===== config.mk =====
export PLATFORM = sky130hd
export DESIGN_NAME = wb_lsu_master
export DESIGN_NICKNAME = d
export VERILOG_FILES = /design/src/rtl/wb_lsu_master_pkg.sv /design/src/rtl/wb_lsu_load_align.sv /design/src/rtl/wb_lsu_master.sv
export SDC_FILE = /design/constraint.sdc
export NUM_CORES = 1
export LEC_CHECK = 0
export CORE_MARGIN = 5
export CORE_UTILIZATION = 46
export CTS_BUF_LIST = sky130_fd_sc_hd__clkbuf_2
export CTS_CLUSTER_DIAMETER = 40
export DETAILED_ROUTE_END_ITERATION = 8
export PLACE_DENSITY = 0.83
export SETUP_SLACK_MARGIN = 0.4
export SYNTH_ARGS = -nofsm -noshare
export SYNTH_HDL_FRONTEND = slang
export SYNTH_SLANG_ARGS = --single-unit

===== constraint.sdc =====
create_clock -name wb_clk_i -period 4.4 [get_ports wb_clk_i]
set_input_delay 0.66 -clock wb_clk_i [delete_from_list [all_inputs] [get_ports wb_clk_i]]
set_output_delay 0.66 -clock wb_clk_i [all_outputs]
set_load 0.05 [all_outputs]

===== src/rtl/wb_lsu_master_pkg.sv =====
// Shared types and constants for the LSU Wishbone initiator.
// Holds size/status codes, sel encodings and helper functions.
package wb_lsu_master_pkg;

  typedef enum logic [1:0] {
    SZ_BYTE = 2'd0,
    SZ_HALF = 2'd1,
    SZ_WORD = 2'd2,
    SZ_TAG  = 2'd3
  } size_e;

  typedef enum logic [1:0] {
    ST_OK        = 2'd0,
    ST_TAG_FAULT = 2'd1,
    ST_MISALIGN  = 2'd2,
    ST_TIMEOUT   = 2'd3
  } status_e;

  typedef enum logic [1:0] {
    S_IDLE,
    S_BUS,
    S_CHECK,
    S_RESP
  } state_e;

  typedef struct packed {
    logic  we;
    size_e size;
    logic  uns;
    logic  chk;
  } req_t;

  localparam logic [3:0] WB_SEL_BYTE = 4'b0001;
  localparam logic [3:0] WB_SEL_HALF = 4'b0011;
  localparam logic [3:0] WB_SEL_WORD = 4'b1111;
  localparam logic [3:0] WB_SEL_TAG  = 4'b0101;

  localparam int PTR_TAG_LSB = 26;
  localparam int PTR_TAG_MSB = 29;

  function automatic logic [3:0] sel_for(
    input size_e sz
  );
    case (sz)
      SZ_BYTE: sel_for = WB_SEL_BYTE;
      SZ_HALF: sel_for = WB_SEL_HALF;
      SZ_WORD: sel_for = WB_SEL_WORD;
      default: sel_for = WB_SEL_TAG;
    endcase
  endfunction

  // Tag accesses address a granule, so
  // they carry no alignment constraint.
  function automatic logic misaligned(
    input size_e      sz,
    input logic [1:0] a
  );
    misaligned =
      (sz == SZ_HALF && a[0]) ||
      (sz == SZ_WORD && a != 2'b00);
  endfunction

  function automatic logic [3:0] ptr_tag(
    input logic [31:0] p
  );
    ptr_tag = p[PTR_TAG_MSB:PTR_TAG_LSB];
  endfunction

endpackage


===== src/rtl/wb_lsu_load_align.sv =====
// Load data select and extension.
// In: size, unsigned, we, raw bus data. Out: extended data.
module wb_lsu_load_align
  import wb_lsu_master_pkg::*;
#(
  parameter int DW = 32,
  parameter int TW = 4
) (
  input  size_e           size,
  input  logic            uns,
  input  logic            we,
  input  logic [DW-1:0]   raw,
  output logic [DW-1:0]   data
);

  always_comb begin
    data = '0;
    if (!we) begin
      unique case (size)
        SZ_BYTE: data = {{(DW-8){~uns & raw[7]}},
                         raw[7:0]};
        SZ_HALF: data = {{(DW-16){~uns & raw[15]}},
                         raw[15:0]};
        SZ_WORD: data = raw;
        SZ_TAG:  data = {{(DW-TW){1'b0}},
                         raw[TW-1:0]};
      endcase
    end
  end

endmodule


===== src/rtl/wb_lsu_master.sv =====
// Wishbone classic initiator for the load/store stage.
// Ports: req_* in, rsp_* out, wb_* bus, tag-check sideband.
module wb_lsu_master
  import wb_lsu_master_pkg::*;
#(
  parameter int WB_DATA_WIDTH     = 32,
  parameter int WB_ADDR_WIDTH     = 32,
  parameter int GRANULE_TAG_WIDTH = 4,
  parameter int TIMEOUT_CYCLES    = 255
) (
  input  logic                     wb_clk_i,
  input  logic                     wb_rst_n_i,
  input  logic                     req_valid_i,
  output logic                     req_ready_o,
  input  logic                     req_we_i,
  input  logic [1:0]               req_size_i,
  input  logic                     req_unsigned_i,
  input  logic [WB_ADDR_WIDTH-1:0] req_addr_i,
  input  logic [WB_DATA_WIDTH-1:0] req_wdata_i,
  input  logic                     tag_check_en_i,
  output logic                     rsp_valid_o,
  output logic [WB_DATA_WIDTH-1:0] rsp_rdata_o,
  output logic [1:0]               rsp_status_o,
  output logic [WB_ADDR_WIDTH-1:0] wb_addr_o,
  output logic [WB_DATA_WIDTH-1:0] wb_data_o,
  output logic [3:0]               wb_sel_o,
  output logic                     wb_we_o,
  output logic                     wb_cyc_o,
  output logic                     wb_stb_o,
  input  logic [WB_DATA_WIDTH-1:0] wb_data_i,
  input  logic                     wb_ack_i,
  output logic                     check_tags_o,
  input  logic                     tag_mismatch_i,
  output logic                     clear_mismatch_o
);

  localparam logic [7:0] TO_LAST =
    8'(TIMEOUT_CYCLES - 1);

  state_e                   state_q, state_d;
  logic [7:0]               cnt_q, cnt_d;
  req_t                     req_q, req_d;
  logic [WB_DATA_WIDTH-1:0] rdat_q, rdat_d;
  logic                     cyc_q, cyc_d;
  logic [WB_ADDR_WIDTH-1:0] addr_q, addr_d;
  logic [WB_DATA_WIDTH-1:0] wdat_q, wdat_d;
  logic [3:0]               sel_q, sel_d;
  logic                     we_q, we_d;
  logic                     chk_q, chk_d;
  logic                     rvld_q, rvld_d;
  logic [WB_DATA_WIDTH-1:0] rrd_q, rrd_d;
  status_e                  rst_q, rst_d;
  logic [WB_DATA_WIDTH-1:0] aligned;
  logic                     fault;
  logic                     clr;

  wb_lsu_load_align #(
    .DW (WB_DATA_WIDTH),
    .TW (GRANULE_TAG_WIDTH)
  ) u_align (
    .size (req_q.size),
    .uns  (req_q.uns),
    .we   (req_q.we),
    .raw  (rdat_q),
    .data (aligned)
  );

  // Tag granule accesses never fault; only
  // checked RAM accesses honour the flag.
  assign fault = tag_mismatch_i &&
                 req_q.chk &&
                 (req_q.size != SZ_TAG);

  always_comb begin
    state_d = state_q;
    cnt_d   = cnt_q;
    req_d   = req_q;
    rdat_d  = rdat_q;
    cyc_d   = cyc_q;
    addr_d  = addr_q;
    wdat_d  = wdat_q;
    sel_d   = sel_q;
    we_d    = we_q;
    chk_d   = chk_q;
    rvld_d  = 1'b0;
    rrd_d   = '0;
    rst_d   = ST_OK;
    clr     = 1'b0;
    unique case (state_q)
      S_IDLE: begin
        if (req_valid_i) begin
          req_d.we   = req_we_i;
          req_d.size = size_e'(req_size_i);
          req_d.uns  = req_unsigned_i;
          req_d.chk  = tag_check_en_i;
          if (misaligned(size_e'(req_size_i),
                         req_addr_i[1:0])) begin
            state_d = S_RESP;
            rvld_d  = 1'b1;
            rst_d   = ST_MISALIGN;
          end else begin
            state_d = S_BUS;
            cyc_d   = 1'b1;
            addr_d  = req_addr_i;
            wdat_d  = req_wdata_i;
            sel_d   = sel_for(size_e'(req_size_i));
            we_d    = req_we_i;
            chk_d   = tag_check_en_i;
            cnt_d   = '0;
          end
        end
      end
      S_BUS: begin
        if (wb_ack_i) begin
          rdat_d  = wb_data_i;
          cyc_d   = 1'b0;
          state_d = S_CHECK;
        end else if (cnt_q == TO_LAST) begin
          cyc_d   = 1'b0;
          chk_d   = 1'b0;
          state_d = S_RESP;
          rvld_d  = 1'b1;
          rst_d   = ST_TIMEOUT;
        end else begin
          cnt_d = cnt_q + 8'd1;
        end
      end
      S_CHECK: begin
        clr     = fault;
        chk_d   = 1'b0;
        state_d = S_RESP;
        rvld_d  = 1'b1;
        rrd_d   = aligned;
        rst_d   = fault ? ST_TAG_FAULT : ST_OK;
      end
      S_RESP: begin
        state_d = S_IDLE;
      end
      default: begin
        state_d = S_IDLE;
      end
    endcase
  end

  always_ff @(posedge wb_clk_i) begin
    if (!wb_rst_n_i) begin
      state_q <= S_IDLE;
      cnt_q   <= '0;
      req_q   <= '0;
      rdat_q  <= '0;
      cyc_q   <= 1'b0;
      addr_q  <= '0;
      wdat_q  <= '0;
      sel_q   <= '0;
      we_q    <= 1'b0;
      chk_q   <= 1'b0;
      rvld_q  <= 1'b0;
      rrd_q   <= '0;
      rst_q   <= ST_OK;
    end else begin
      state_q <= state_d;
      cnt_q   <= cnt_d;
      req_q   <= req_d;
      rdat_q  <= rdat_d;
      cyc_q   <= cyc_d;
      addr_q  <= addr_d;
      wdat_q  <= wdat_d;
      sel_q   <= sel_d;
      we_q    <= we_d;
      chk_q   <= chk_d;
      rvld_q  <= rvld_d;
      rrd_q   <= rrd_d;
      rst_q   <= rst_d;
    end
  end

  assign req_ready_o      = (state_q == S_IDLE);
  assign rsp_valid_o      = rvld_q;
  assign rsp_rdata_o      = rrd_q;
  assign rsp_status_o     = rst_q;
  assign wb_addr_o        = addr_q;
  assign wb_data_o        = wdat_q;
  assign wb_sel_o         = sel_q;
  assign wb_we_o          = we_q;
  assign wb_cyc_o         = cyc_q;
  assign wb_stb_o         = cyc_q;
  assign check_tags_o     = chk_q;
  assign clear_mismatch_o = clr;

endmodule


==> impl_metrics.json <==
{
  "crit_path_cell_trace": "nand2_1 -> and4_1 -> clkdlybuf4s50_1",
  "synth_common_cells": "nand2_1 (221), dfxtp_1 (153), a21oi_1 (135)",
  "synth-seq-cells": 153,
  "tightest_slew_ns": 1.08,
  "gp_congestion": 0.852,
  "setup_viol": 0,
  "grt_pass1_wl_um": 25300,
  "worstSetupStartpointType": "register",
  "status": "finished, final reports clean",
  "cts.path.max_buffers": 2,
  "drive_above_1_share": 0.0422,
  "multiInputGateArea_um2": 2410,
  "period_needed_ns": 3.56,
  "route.detailed.drc": 0,
  "fin_nets": 1004,
  "yosys-top-cells-area": "dfxtp_1 (54%), nand2_1 (15%), a21oi_1 (12%), clkbuf_1 (2.6%), ha_1 (2.0%)",
  "die_area_um2": 14800,
  "async_reset_ff_frac": 0,
  "synth_edf_count": 0,
  "worstSetupPathType": "register to output pin",
  "ir_worst_vdd_v": 0.000318,
  "p_int_w": 0.00212,
  "grt_pass1_vias": 5058,
  "power_w": 0.00332,
  "p_comb_frac": 0.311,
  "worst-path-max-fanout": 21,
  "fill_cells": 1050,
  "cts_resized": 0,
  "final.setup.tns_ns": 0,
  "track_usage": 0.217,
  "cp_slowest_cell": "dfxtp_1",
  "syn_inst": 703,
  "portBuffers": 214,
  "relSlewSlack": 0.282,
  "yosysUniqueCellTypes": 43,
  "leakagePower_nw": 2.92,
  "cts_num_sinks": 153,
  "syn2layout_area_growth_pct": 41.9,
  "grt_max_degree": 92,
  "ys_seq_area_frac": 0.536,
  "cp.required_ns": 3.74,
  "die_h_um": 121,
  "pwr-share-clk": 0.216,
  "final_core_util": 0.669,
  "post_cts_buffers": 0,
  "postRouteAntennaNets": 0,
  "final.setup_skew_ns": 0.0163,
  "postSynthAreaPerCell_um2": 8.13,
  "routed_wl_um": 16100,
  "num_vias": 5376,
  "yosysMostFrequentCell": "nand2_1",
  "synth_fp_nets": 818,
  "pwr-share-seq": 0.473,
  "power_density_nw_per_um2": 409,
  "power.net_switching_w": 0.00120,
  "grt_antenna_before_repair": 0,
  "p_sw_frac": 0.363,
  "fin_ws_ns": 0.840,
  "die_w_um": 121,
  "antenna_cells": 0,
  "ys.flop_type": "dfxtp_1",
  "first_pass_iters": 4,
  "cts_tree": "yes",
  "slowest_delay_ns": 0.87,
  "syn_area_um2": 5720,
  "finalHoldViolations": 0,
  "gr-total-overflow": 0,
  "grt_setup_unrepaired": "false",
  "drv_cap": 0,
  "place.detailed.hpwl_um": 11200,
  "ctsHoldBuffers": 0,
  "worstPathArrival_ns": 2.90,
  "dpl_worst_slack_ns": 1.40,
  "clock_latency_ns": 0.70,
  "drv_slew": 0,
  "initialDrtViolationCount": 473,
  "rows": 40,
  "yosys_warnings": 0,
  "core-area_um2": 12100,
  "start_util": 0.472,
  "seq_area_um2": 3060,
  "fmax_mhz": 281,
  "critPathCaptureType": "output pin",
  "yosysTopAreaCell": "dfxtp_1",
  "vias_per_cell": 5.03,
  "post-route-period-util": 0.809,
  "wl_per_cell_um": 15.0,
  "ios": 215,
  "worstHoldPathType": "register to register",
  "root_buffer": "clkbuf_2",
  "synth_top_area_share": 0.536,
  "htree_levels": 4,
  "clkTransAtPathRegs_ns": 0.19,
  "cts_inserted_buffers": 17
}
## cells in the final DEF (no fill, tap or decap), drive strengths merged, types with 2 or more instances in the layout
cell type      Yosys  routed
a211oi             3       3
a21oi            135     135
a2bb2oi            3       3
a311oi             2       2
and2               6       6
and3               5       5
buf               12       5
bufinv             0       2
clkbuf            40      20
clkdlybuf4s50      0     214
clkinv             0       8
clkinvlp           0       2
dfxtp            153     153
ha                 9       9
inv               11      10
mux2i              2       2
nand2            221     221
nand2b             2       2
nand3             12      12
nand4              3       3
nor2              14      14
nor2b             17      17
nor3               7       7
o211a              2       2
o211ai             2       2
o21ai              8       8
o22ai             17      17
o311ai             2       2
o32ai              2       2
## worst max-delay path, delay by kind of cell, from the launching register on
kind,cells,cell delay (ns)
buffers and inverters,1,0.71
and+or+nand+nor,2,0.61
DFF,1,0.87
## worst paths after layout
check,startpoint,cells past startpoint,slack [ns],to
setup / recovery,req_q[3],3,0.84,clear_mismatch_o
hold / removal,rdat_q[29],2,0.46,rdat_q[29]
setup reg to reg,state_q[0],7,1.81,wb_data_o[22]
hold reg to reg,rdat_q[29],2,0.46,rdat_q[29]
## power groups by stage
stage	Combinational (W)	Sequential [W]	Clock (W)
finish	0.00103	0.00157	0.000716
global route	0.00111	0.00159	0.000808
floorplan	0.000422	0.00185	0
detailed placement	0.00103	0.00160	0
global placement	0.00103	0.00160	0
CTS	0.00104	0.00157	0.000739
## cell type report
cell class | count | share of cell area
Timing Repair Buffer | 219 | 0.269
Inverter | 11 | 0.00525
Tap cell | 168 | 0.0259
Clock inverter | 11 | 0.0131
Multi-Input combinational cell | 487 | 0.297
Clock buffer | 20 | 0.0123
Sequential cell | 153 | 0.378
## state kept, by name, indices dropped and copies added, names as in the netlist
name,cells
rsp_valid_o,1
wb_addr_o,32
state_q,2
check_tags_o,1
cnt_q,8
rsp_rdata_o,32
rsp_status_o,2
wb_we_o,1
wb_sel_o,4
wb_cyc_o,1
req_q,5
rdat_q,32
wb_data_o,32
## metal layers
layer	share of wire	vias up	track usage
met3	0.13	17	0.120
li1	-	2717	-
met4	0.013	0	0.0658
met1	0.40	2425	0.246
met2	0.46	217	0.348
met5	0	-	0
## stage by stage
stage               std cells  instance area, um^2  hold WS [ns]
finish                   1069                 8110         0.461
global route             1069                 8110         0.387
CTS                      1069                 8110         0.392
detailed placement       1038                 7900         0.442
global placement         1038                 7900         0.434
floorplan                 703                 5720         0.430
## kinds of logic after synthesis
kind of cell    synth area share
simple gates               0.217
compound gates             0.178
flops                      0.536
buf+inv                   0.0442
fa+ha+maj                 0.0197
mux                      0.00350
xor+xnor                 0.00153
No activity file was read; power rests on OpenSTA's default activity.
